$ cat src/rtl/pipe_stage_skid.sv
// Pipeline stage register with valid/ready handshake, optional two-entry skid buffer,
// synchronous flush and a bubble value driven whenever the stage holds nothing.
module pipe_stage_skid #(
    parameter int unsigned       DATA_W     = 128,
    parameter logic [DATA_W-1:0] BUBBLE_VAL = {DATA_W{1'b0}},
    parameter bit                SKID_EN    = 1'b1
) (
    input  logic              clk,
    input  logic              rst,
    input  logic              flush,
    input  logic              in_valid,
    output logic              in_ready,
    input  logic [DATA_W-1:0] in_data,
    output logic              out_valid,
    input  logic              out_ready,
    output logic [DATA_W-1:0] out_data,
    output logic [1:0]        occupancy
);

    // state    | meaning
    // ST_EMPTY | nothing held, out_data = BUBBLE_VAL
    // ST_ONE   | main entry valid
    // ST_FULL  | main and skid valid, skid is the younger entry (SKID_EN=1 only)
    typedef enum logic [1:0] {
        ST_EMPTY = 2'd0,
        ST_ONE   = 2'd1,
        ST_FULL  = 2'd2
    } state_t;

    state_t            state_q, state_d;
    logic [DATA_W-1:0] main_q, main_d;
    logic [DATA_W-1:0] skid_q, skid_d;
    logic              in_fire;
    logic              out_fire;

    assign in_fire   = in_valid && in_ready;
    assign out_fire  = out_valid && out_ready;
    assign out_valid = (state_q != ST_EMPTY);
    // main is forced to BUBBLE_VAL on every path into EMPTY, so it can drive the output directly
    assign out_data  = main_q;
    assign occupancy = state_q;

    always_ff @(posedge clk) begin
        if (rst) begin
            state_q <= ST_EMPTY;
            main_q  <= BUBBLE_VAL;
            skid_q  <= BUBBLE_VAL;
        end else begin
            state_q <= state_d;
            main_q  <= main_d;
            skid_q  <= skid_d;
        end
    end

    always_comb begin
        state_d = state_q;
        main_d  = main_q;
        skid_d  = skid_q;
        unique case (state_q)
            ST_EMPTY: begin
                if (in_fire) begin
                    state_d = ST_ONE;
                    main_d  = in_data;
                end
            end
            ST_ONE: begin
                if (in_fire && out_fire) begin
                    main_d = in_data;
                end else if (in_fire && SKID_EN) begin
                    state_d = ST_FULL;
                    skid_d  = in_data;
                end else if (out_fire) begin
                    state_d = ST_EMPTY;
                    main_d  = BUBBLE_VAL;
                end
            end
            ST_FULL: begin
                if (out_fire) begin
                    state_d = ST_ONE;
                    main_d  = skid_q;
                    skid_d  = BUBBLE_VAL;
                end
            end
            default: begin
                state_d = ST_EMPTY;
                main_d  = BUBBLE_VAL;
                skid_d  = BUBBLE_VAL;
            end
        endcase
        // Anything accepted alongside a flush is dropped; an out_fire has already been consumed.
        if (flush) begin
            state_d = ST_EMPTY;
            main_d  = BUBBLE_VAL;
            skid_d  = BUBBLE_VAL;
        end
    end

    if (SKID_EN) begin : g_skid
        logic in_ready_q;

        always_ff @(posedge clk) begin
            if (rst) begin
                in_ready_q <= 1'b1;
            end else begin
                in_ready_q <= (state_d != ST_FULL);
            end
        end

        assign in_ready = in_ready_q;
    end else begin : g_noskid
        assign in_ready = !out_valid || out_ready;
    end

endmodule

$ cat config.mk
export PLATFORM = sky130hd
export DESIGN_NAME = pipe_stage_skid
export DESIGN_NICKNAME = d
export VERILOG_FILES = /design/src/rtl/pipe_stage_skid.sv
export SDC_FILE = /design/constraint.sdc
export NUM_CORES = 1
export LEC_CHECK = 0
export CORE_UTILIZATION = 67
export CTS_CLUSTER_DIAMETER = 150
export DETAILED_ROUTE_END_ITERATION = 6
export DONT_BUFFER_PORTS = 1
export PLACE_DENSITY = 0.89
export SLEW_MARGIN = 20
export SYNTH_ARGS = -nofsm -noshare
export SYNTH_HDL_FRONTEND = slang
export SYNTH_SLANG_ARGS = --single-unit
$ cat constraint.sdc
create_clock -name clk -period 4.1 [get_ports clk]
set_input_delay 0.41 -clock clk [delete_from_list [all_inputs] [get_ports clk]]
set_output_delay 0.41 -clock clk [all_outputs]
set_load 0.05 [all_outputs]
==> results of run 1 <==
power breakdown:
group          internal [W]  leakage, nW  switching, W
Sequential          0.00257         2.10      0.000229
Clock               0.00172        0.504       0.00104
Combinational      0.000223         1.87      0.000347
what timing repair did:
action                     4_1_cts  5_1_grt
hold endpoints to repair         2        0
setup endpoints to repair        0        0
hold buffers                     1        0
how the worst max path moves through the flow:
| stage | start | slack (ns) | to |
|---|---|---|---|
| final | occupancy[0] | 1.39 | out_valid |
| after CTS | occupancy[0] | 1.40 | out_valid |
| after global routing | occupancy[0] | 1.31 | out_valid |
| after detailed placement | in_ready | 1.57 | skid_q[108] |
| after global placement | in_ready | 1.62 | skid_q[107] |
| after floorplan | occupancy[0] | 2.01 | out_valid |
sequential cells by signal (all words and copies together) (netlist names):
register   flops
out_data     128
skid_q       128
occupancy      2
in_ready       1
synthesized netlist by cell type (2+ instances only):
cell type / instances
buf_1: 10
dfxtp_1: 259
buf_2: 34
buf_6: 33
nor2_1: 258
a21oi_1: 2
nand3b_1: 4
or2_2: 2
buf_4: 8
a22oi_1: 128
and2_1: 128
mux2i_1: 257
clkbuf_1: 45
o2bb2ai_1: 128
worst reg2reg max path, stage by stage, from the launching register on:
cell     delay [ns]
dfxtp_1        0.73
and3b_1        0.26
o22a_4         0.71
buf_4          0.40
mux2i_1        0.24
nor2_1         0.06
cell type report:
type,instances,share of cell area [%]
timing repair buffer,20,1.89
clock buffer,37,6.11
multi-input combinational,919,49.3
tap,229,2.14
sequential,259,38.9
clock inverter,15,1.64
stage by stage:
step / total power (W) / utilization (%) / std cells / worst slack [ns] / instance area, um^2
finish: 0.00612 / 73.6 / 1479 / 1.39 / 13400
global route: 0.00630 / 73.6 / 1479 / 1.31 / 13400
CTS: 0.00615 / 73.6 / 1479 / 1.40 / 13400
detailed placement: 0.00341 / 67.9 / 1426 / 1.57 / 12300
global placement: 0.00340 / 67.9 / 1426 / 1.62 / 12300
floorplan: 0.00332 / - / 1308 / 2.01 / 12600
logic make-up (layout without fill, tap and decap cells):
kind of cell | after synthesis | in the layout | synth area share [%]
AOI/OAI and AO/OA | 263 | 263 | 17.0
buffers and inverters | 130 | 72 | 6.44
DFF | 259 | 259 | 41.3
muxes | 257 | 257 | 20.5
and+or+nand+nor | 399 | 399 | 14.8
layer usage:
metal	up-vias	global-route usage [%]
met5	-	1.25
met3	81	9.98
met4	0	12.5
met1	4737	37.7
li1	4511	-
met2	358	51.0
==> run summary, run 1 <==
Clock transition at path regs = 0.06 ns
commonest non-fill, non-tap cell in the layout = nor2_1
Pwr Density = 458 nW/um^2
Mapped Area = 12,600 um^2
Period minus WS final = 2.71 ns
CP peak stage delay = 0.70 ns
area leader, netlist = dfxtp_1
Final setup viols = 0
routed wire length = 31,000 um
CP max stage cell = dfxtp_4
Leak Pwr = 4.47 nW
violated checks = DRC
core area = 18,100 um^2
synth top area cells = dfxtp_1 (41%), mux2i_1 (20%), o2bb2ai_1 (8.9%)
clock root cell = clkbuf_16
Critical R2R Capture = skid_q[108]
share of the synthesized area in the top cell type = 41.3%
Num Clock Sinks = 259
FF-to-FF Start = in_ready
GPL Wtd Cong = 0.787
Routed met3 length = 3010 um
multi-input logic area = 6590 um^2
critical path cell sequence = buf_4 > or2_2
total negative slack = 0 ns
first-pass GRT wire length = 49,800 um
vias in the first global route = 9,700
Initial Util = 69.2%
DRC = 18
clk_skew = 0.0112 ns
Buf/Inv on CP = 1
Worst setup SP type = flip-flop
number of cells on the critical path = 2
Synth Flop Type = dfxtp_1
Post-Route M1 WL = 12,400 um
Pre-antenna DRT Iters = 7
Syn Area/Cell = 9.60 um^2
register area = 5190 um^2
CTS max path bufs = 3
Async SR Flop Fraction = 0%
initial antenna violation count = 0
crit path DAT = 2.30 ns
Mapped Cells = 1,308
largest net degree at the start of global routing = 119
drt wl/cell = 21.0 um
# nets final = 1,361
vias = 9,687
Die Width = 139 um
Required @ worst endpoint = 3.69 ns
Slew HR = 29.4%
Reg2Reg Setup Slack = 1.56 ns
syn nets = 1,441
Worst Max-Slew Pin Slew = 1.06 ns
RSZ-0062 raised after global routing = false
global route overflow = 0
worst skew pair latency = 0.53 ns
number of port buffers = 0
DP HPWL = 17,900 um
EDFF count, synth = 0
worst-path fanout max = 55
Crit Path Class = flip-flop to output pin
Tcrit/Tclk final = 66.2%
total CTS buffers = 28
Final Slew Violations = 0
Seq/Total Area, Yosys = 41.3%
Fin Hold WS = 0.136 ns
# fillers = 1,240
Total GRT Usage = 31.1%
status = finished with violations
top layer reached by signal wires = met4
die area = 19,300 um^2
Post-DRT Antenna Nets = 0
number of synthesized register bits = 259
DR iter-0 viols = 669
# rows = 49
Syn. warnings = 0
CTS tree = yes
Peak VDD IR = 0.468 mV
Max-Cap Viols = 0
Max H-tree Level = 1
Worst setup EP type = output pin
hold crit path type = input port to flip-flop
Hold EP = out_data[106]
area grow syn2layout = 6.41%
Worst path top cell family by delay = flip-flops
I/O Pins = 265
metal2 WL = 14,600 um
Post-CTS Repair Setup Buffers = 0
Avg Vias per Cell = 6.55
ant diodes = 0
HP Start = in_data[106]
post-cts sizing count = 0
Max Fclk = 368 MHz
layout cell share with drive strength beyond 1 = 6.24%
Vert. Die Dim = 139 um
Synth cell types = 26
most frequent cells in the layout = nor2_1 (258), mux2i_1 (257), dfxtp_1 (257)
Hold Crit Depth = 3
Reg2Reg Depth = 5
final hold violations = 0
(Power assumes the default switching activity.)
==> inputs of run 2 (changes only) <==
--- a/config.mk
+++ b/config.mk
@@ -5,11 +5,11 @@
 export SDC_FILE = /design/constraint.sdc
 export NUM_CORES = 1
 export LEC_CHECK = 0
-export CORE_UTILIZATION = 67
+export CORE_UTILIZATION = 64
 export CTS_CLUSTER_DIAMETER = 150
 export DETAILED_ROUTE_END_ITERATION = 6
 export DONT_BUFFER_PORTS = 1
-export PLACE_DENSITY = 0.89
+export PLACE_DENSITY = 0.86
 export SLEW_MARGIN = 20
 export SYNTH_ARGS = -nofsm -noshare
 export SYNTH_HDL_FRONTEND = slang
==> constraint.sdc (replaced) <==
create_clock -name clk -period 2.8 [get_ports clk]
set_input_delay 0.28 -clock clk [delete_from_list [all_inputs] [get_ports clk]]
set_output_delay 0.28 -clock clk [all_outputs]
set_load 0.05 [all_outputs]
==> run 2 against run 1 <==
Utilization down 3.0 points. Wire length down 2.2%. Critical endpoint unchanged. Clock power up 29%. Final area up 0.13%. Sequential share of layout area down 0.051 points. The run now ends clean. Global-route usage down 2.1 points. Clock skew down 0.0016 ns. Highest routed layer unchanged. Largest power group unchanged. Critical path depth unchanged.
==> run summary, run 2 (synthesis gave the netlist of run 1 again) <==
Max-Cap Viols = 0 (unchanged)
Fin Hold WS = 0.0124 ns (was 0.136 ns)
Post-DRT Antenna Nets = 0 (unchanged)
die area = 20,200 um^2 (was 19,300 um^2)
# fillers = 1,385 (was 1,240)
Pre-antenna DRT Iters = 5 (was 7)
DP HPWL = 17,900 um (about the same)
initial antenna violation count = 0 (unchanged)
worst-path fanout max = 39 (was 55)
FF-to-FF Start = occupancy[0] (was in_ready)
CP max stage cell = dfxtp_4 (unchanged)
total CTS buffers = 27 (was 28)
Required @ worst endpoint = 2.52 ns (was 3.69 ns)
Num Clock Sinks = 259 (unchanged)
Crit Path Class = flip-flop to output pin (unchanged)
crit path DAT = 2.13 ns (was 2.30 ns)
most frequent cells in the layout = nor2_1 (258), mux2i_1 (257), dfxtp_1 (257) (unchanged)
clk_skew = 0.00965 ns (was 0.0112 ns)
final worst slack = 0.387 ns (was 1.39 ns)
DRC = 0 (was 18)
drt wl/cell = 20.0 um (was 21.0 um)
Vert. Die Dim = 142 um (was 139 um)
vias in the first global route = 9,367 (was 9,700)
Avg Vias per Cell = 6.31 (was 6.55)
Leak Pwr = 4.48 nW (was 4.47 nW)
hold crit path type = input port to flip-flop (unchanged)
Worst Max-Slew Pin Slew = 0.847 ns (was 1.06 ns)
Peak VDD IR = 0.385 mV (was 0.468 mV)
critical path cell sequence = buf_4 > or2_2 (unchanged)
Worst setup EP type = output pin (unchanged)
# nets final = 1,370 (was 1,361)
Clock transition at path regs = 0.06 ns (about the same)
Reg2Reg Depth = 4 (was 5)
GPL Wtd Cong = 0.759 (was 0.787)
ant diodes = 0 (unchanged)
Reg2Reg Setup Slack = 0.62 ns (was 1.56 ns)
global route overflow = 0 (unchanged)
Critical R2R Capture = out_data[39] (was skid_q[108])
Pwr Density = 635 nW/um^2 (was 458 nW/um^2)
multi-input logic area = 6590 um^2 (unchanged)
CTS max path bufs = 3 (unchanged)
CP peak stage delay = 0.71 ns (was 0.70 ns)
status = finished clean (was finished with violations)
CTS tree = yes (unchanged)
total negative slack = 0 ns (unchanged)
Tcrit/Tclk final = 86.2%
Hold Crit Depth = 3 (unchanged)
largest net degree at the start of global routing = 71 (was 119)
# rows = 50 (was 49)
vias = 9,551 (was 9,687)
Final Slew Violations = 0 (unchanged)
layout cell share with drive strength beyond 1 = 6.30% (was 6.24%)
pre-CTS setup slack = 0.629 ns (was 1.57 ns)
Hold EP = skid_q[77] (was out_data[106])
Slew HR = 43.5% (was 29.4%)
Worst path top cell family by delay = flip-flops (unchanged)
Total GRT Usage = 29.0% (was 31.1%)
RSZ-0062 raised after global routing = false (unchanged)
commonest non-fill, non-tap cell in the layout = nor2_1 (unchanged)
number of cells on the critical path = 2 (unchanged)
HP Start = in_data[77] (was in_data[106])
worst skew pair latency = 0.52 ns (was 0.53 ns)
register area = 5190 um^2 (unchanged)
Initial Util = 66.2% (was 69.2%)
DR iter-0 viols = 596 (was 669)
area grow syn2layout = 6.55% (was 6.41%)
first-pass GRT wire length = 47,900 um (was 49,800 um)
Die Width = 142 um (was 139 um)
Max H-tree Level = 1 (unchanged)
number of port buffers = 0 (unchanged)
Max Fclk = 414 MHz
Worst setup SP type = flip-flop (unchanged)
routed wire length = 30,300 um (was 31,000 um)
clock root cell = clkbuf_16 (unchanged)
Final setup viols = 0 (unchanged)
I/O Pins = 265 (unchanged)
core area = 19,000 um^2 (was 18,100 um^2)
final hold violations = 0 (unchanged)
Period minus WS final = 2.41 ns
Buf/Inv on CP = 1 (unchanged)
-- run 2: per-layer routing --
metal	track usage, %	up-vias	part of all wire [%]
li1	-	4509	-
met1	34.4	4629	40
met2	49.0	340	47
met3	8.71	73	9.3
met4	11.4	0	3.7
met5	0	-	0
-- run 2: worst reg2reg max path, stage by stage, from the launching register on --
cell	delay, ns
dfxtp_4	0.71
a22o_4	0.68
buf_12	0.40
a22oi_1	0.18
nor2_1	0.15
-- run 2: stage by stage --
step / util (%) / instance area (um^2) / power, W / std cells
floorplan: - / 12600 / 0.00486 / 1308
global placement: 65.9 / 12500 / 0.00499 / 1467
detailed placement: 65.9 / 12500 / 0.00501 / 1467
CTS: 70.6 / 13400 / 0.00853 / 1514
global route: 70.6 / 13400 / 0.00878 / 1514
finish: 70.6 / 13400 / 0.00849 / 1514
-- run 2: cell type report --
cell class	count	share of cell area, %
Clock buffer	39	5.91
Timing Repair Buffer	30	2.92
Tap cell	260	2.43
Multi-Input combinational cell	919	49.3
Clock inverter	7	0.636
Sequential cell	259	38.8
-- run 2: how the worst max path moves through the flow --
stage	from	end	slack, ns
finish	occupancy[0]	out_valid	0.39
floorplan	occupancy[0]	out_valid	0.84
detailed placement	occupancy[0]	out_data[83]	0.63
CTS	occupancy[0]	out_valid	0.38
global route	occupancy[0]	out_valid	0.29
global placement	occupancy[0]	out_data[56]	0.68
-- run 2: repair_timing --
action | CTS | global route
hold buffers | 1 | 0
resized for setup | 0 | 0
hold endpoints to repair | 2 | 0
setup buffers | 0 | 0
-- run 2: power by group --
part / internal, W / switching [W] / total (W)
clock: 0.00212 / 0.00142 / 0.00355
combinational: 0.000339 / 0.000505 / 0.000844
sequential: 0.00377 / 0.000331 / 0.00410
==> inputs of run 3 (changes only) <==
--- a/config.mk
+++ b/config.mk
@@ -6,10 +6,10 @@
 export NUM_CORES = 1
 export LEC_CHECK = 0
 export CORE_UTILIZATION = 64
-export CTS_CLUSTER_DIAMETER = 150
+export CTS_CLUSTER_DIAMETER = 100
 export DETAILED_ROUTE_END_ITERATION = 6
 export DONT_BUFFER_PORTS = 1
-export PLACE_DENSITY = 0.86
+export PLACE_DENSITY = 0.83
 export SLEW_MARGIN = 20
 export SYNTH_ARGS = -nofsm -noshare
 export SYNTH_HDL_FRONTEND = slang
==> run 3 against run 2 <==
Combinational power up 8.3%. Hold slack about the same. Register-to-register slack better by 0.11 ns.
==> run summary, run 3 (synthesis gave the netlist of run 1 again) <==
Num Clock Sinks = 259 (unchanged)
layout cell share with drive strength beyond 1 = 6.08% (was 6.30%)
CP peak stage delay = 0.68 ns (was 0.71 ns)
Leak Pwr = 4.67 nW (was 4.48 nW)
I/O Pins = 265 (unchanged)
clk_skew = 0.0104 ns (was 0.00965 ns)
Buf/Inv on CP = 1 (unchanged)
multi-input logic area = 6590 um^2 (unchanged)
Worst setup SP type = flip-flop (unchanged)
area grow syn2layout = 10.2% (was 6.55%)
Final setup viols = 0 (unchanged)
Pre-antenna DRT Iters = 5 (unchanged)
die area = 20,200 um^2 (unchanged)
register area = 5190 um^2 (unchanged)
CTS tree = yes (unchanged)
number of port buffers = 0 (unchanged)
Final Core Density = 73.0% (was 70.6%)
Max Fclk = 405 MHz (was 414 MHz)
Pwr Density = 615 nW/um^2 (was 635 nW/um^2)
most frequent cells in the layout = nor2_1 (258), mux2i_1 (257), dfxtp_1 (257) (unchanged)
Die Width = 142 um (unchanged)
Required @ worst endpoint = 2.52 ns (about the same)
RSZ-0062 raised after global routing = false (unchanged)
Vert. Die Dim = 142 um (unchanged)
crit path DAT = 2.19 ns (was 2.13 ns)
Total GRT Usage = 29.7% (was 29.0%)
Avg Vias per Cell = 6.21 (was 6.31)
first-pass GRT wire length = 49,100 um (was 47,900 um)
initial antenna violation count = 0 (unchanged)
vias = 9,694 (was 9,551)
Post-DRT Antenna Nets = 0 (unchanged)
post-cts sizing count = 0 (unchanged)
number of cells on the critical path = 2 (unchanged)
Post-CTS Repair Setup Buffers = 0 (unchanged)
Worst path top cell family by delay = flip-flops (unchanged)
Period minus WS final = 2.47 ns (was 2.41 ns)
GPL Wtd Cong = 0.764 (was 0.759)
Worst setup EP type = output pin (unchanged)
Initial Util = 66.2% (unchanged)
critical path cell sequence = buf_4 > or2_2 (unchanged)
Reg2Reg Depth = 5 (was 4)
Peak VDD IR = 0.483 mV (was 0.385 mV)
ant diodes = 0 (unchanged)
final hold violations = 0 (unchanged)
Final Slew Violations = 0 (unchanged)
worst-path fanout max = 32 (was 39)
global route overflow = 0 (unchanged)
DR iter-0 viols = 584 (was 596)
# nets final = 1,414 (was 1,370)
routed wire length = 31,200 um (was 30,300 um)
commonest non-fill, non-tap cell in the layout = nor2_1 (unchanged)
status = finished clean (unchanged)
drt wl/cell = 20.0 um (about the same)
core area = 19,000 um^2 (unchanged)
DRC = 0 (unchanged)
# fillers = 1,323 (was 1,385)
Worst Max-Slew Pin Slew = 0.731 ns (was 0.847 ns)
largest net degree at the start of global routing = 98 (was 71)
Tcrit/Tclk final = 88.2% (was 86.2%)
Max H-tree Level = 1 (unchanged)
hold crit path type = input port to flip-flop (unchanged)
worst skew pair latency = 0.53 ns (was 0.52 ns)
Slew HR = 51.3% (was 43.5%)
clock root cell = clkbuf_16 (unchanged)
CTS max path bufs = 3 (unchanged)
total CTS buffers = 28 (was 27)
vias in the first global route = 9,515 (was 9,367)
DP HPWL = 18,100 um (was 17,900 um)
total negative slack = 0 ns (unchanged)
Hold Crit Depth = 3 (unchanged)
CP max stage cell = dfxtp_4 (unchanged)
# rows = 50 (unchanged)
Max-Cap Viols = 0 (unchanged)
Clock transition at path regs = 0.06 ns (about the same)
Crit Path Class = flip-flop to output pin (unchanged)
run 3: metrics by stage:
stage	hold WS (ns)	worst slack, ns	power, W	std cells	instance area, um^2
floorplan	0.460	0.842	0.00486	1308	12600
global placement	0.356	0.823	0.00500	1465	12500
detailed placement	0.371	0.759	0.00502	1465	12500
CTS	0.0000723	0.302	0.00856	1560	13800
global route	0.0108	0.264	0.00879	1560	13800
finish	0.0127	0.330	0.00852	1560	13800
run 3: repair_timing:
item | 4_1_cts | 5_1_grt
setup endpoints to repair | 0 | 0
hold buffers | 46 | 0
endpoints found under the hold margin | 53 | 0
run 3: cell type report:
cell class / count / area share (%)
Tap cell: 260 / 2.35
Sequential cell: 259 / 37.5
Multi-Input combinational cell: 919 / 47.6
Clock inverter: 7 / 0.253
Clock buffer: 42 / 6.10
Timing Repair Buffer: 73 / 6.15
run 3: power by group:
| part | leakage [nW] | internal [W] | total, W | switching [W] |
|---|---|---|---|---|
| Clock | 0.442 | 0.00206 | 0.00351 | 0.00145 |
| Combinational | 2.13 | 0.000390 | 0.000914 | 0.000524 |
| Sequential | 2.10 | 0.00377 | 0.00409 | 0.000325 |
| Total | 4.67 | 0.00622 | 0.00852 | 0.00230 |
run 3: final timing paths:
kind / from / end / slack, ns
worst max register to register: occupancy[1] / out_data[84] / 0.73
worst max-delay path: occupancy[1] / out_valid / 0.33
worst min register to register: skid_q[59] / skid_q[59] / 0.49
worst min-delay path: in_data[3] / out_data[3] / 0.01
run 3: per-layer routing:
layer  GRT usage (%)  up-vias  part of all wire [%]
met5               0        -                     0
met4            9.56        0                   2.9
met3            9.39       73                   9.3
met2            48.3      364                    46
met1            37.3     4644                    42
li1                -     4613                     -
run 3: worst register-to-register path: cells and delay by family, from the launching register on:
kind            cells  cell delay (ns)
simple gates        1             0.05
buf+inv             1             0.57
mux                 1             0.36
compound gates      2             0.29
flops               1             0.68
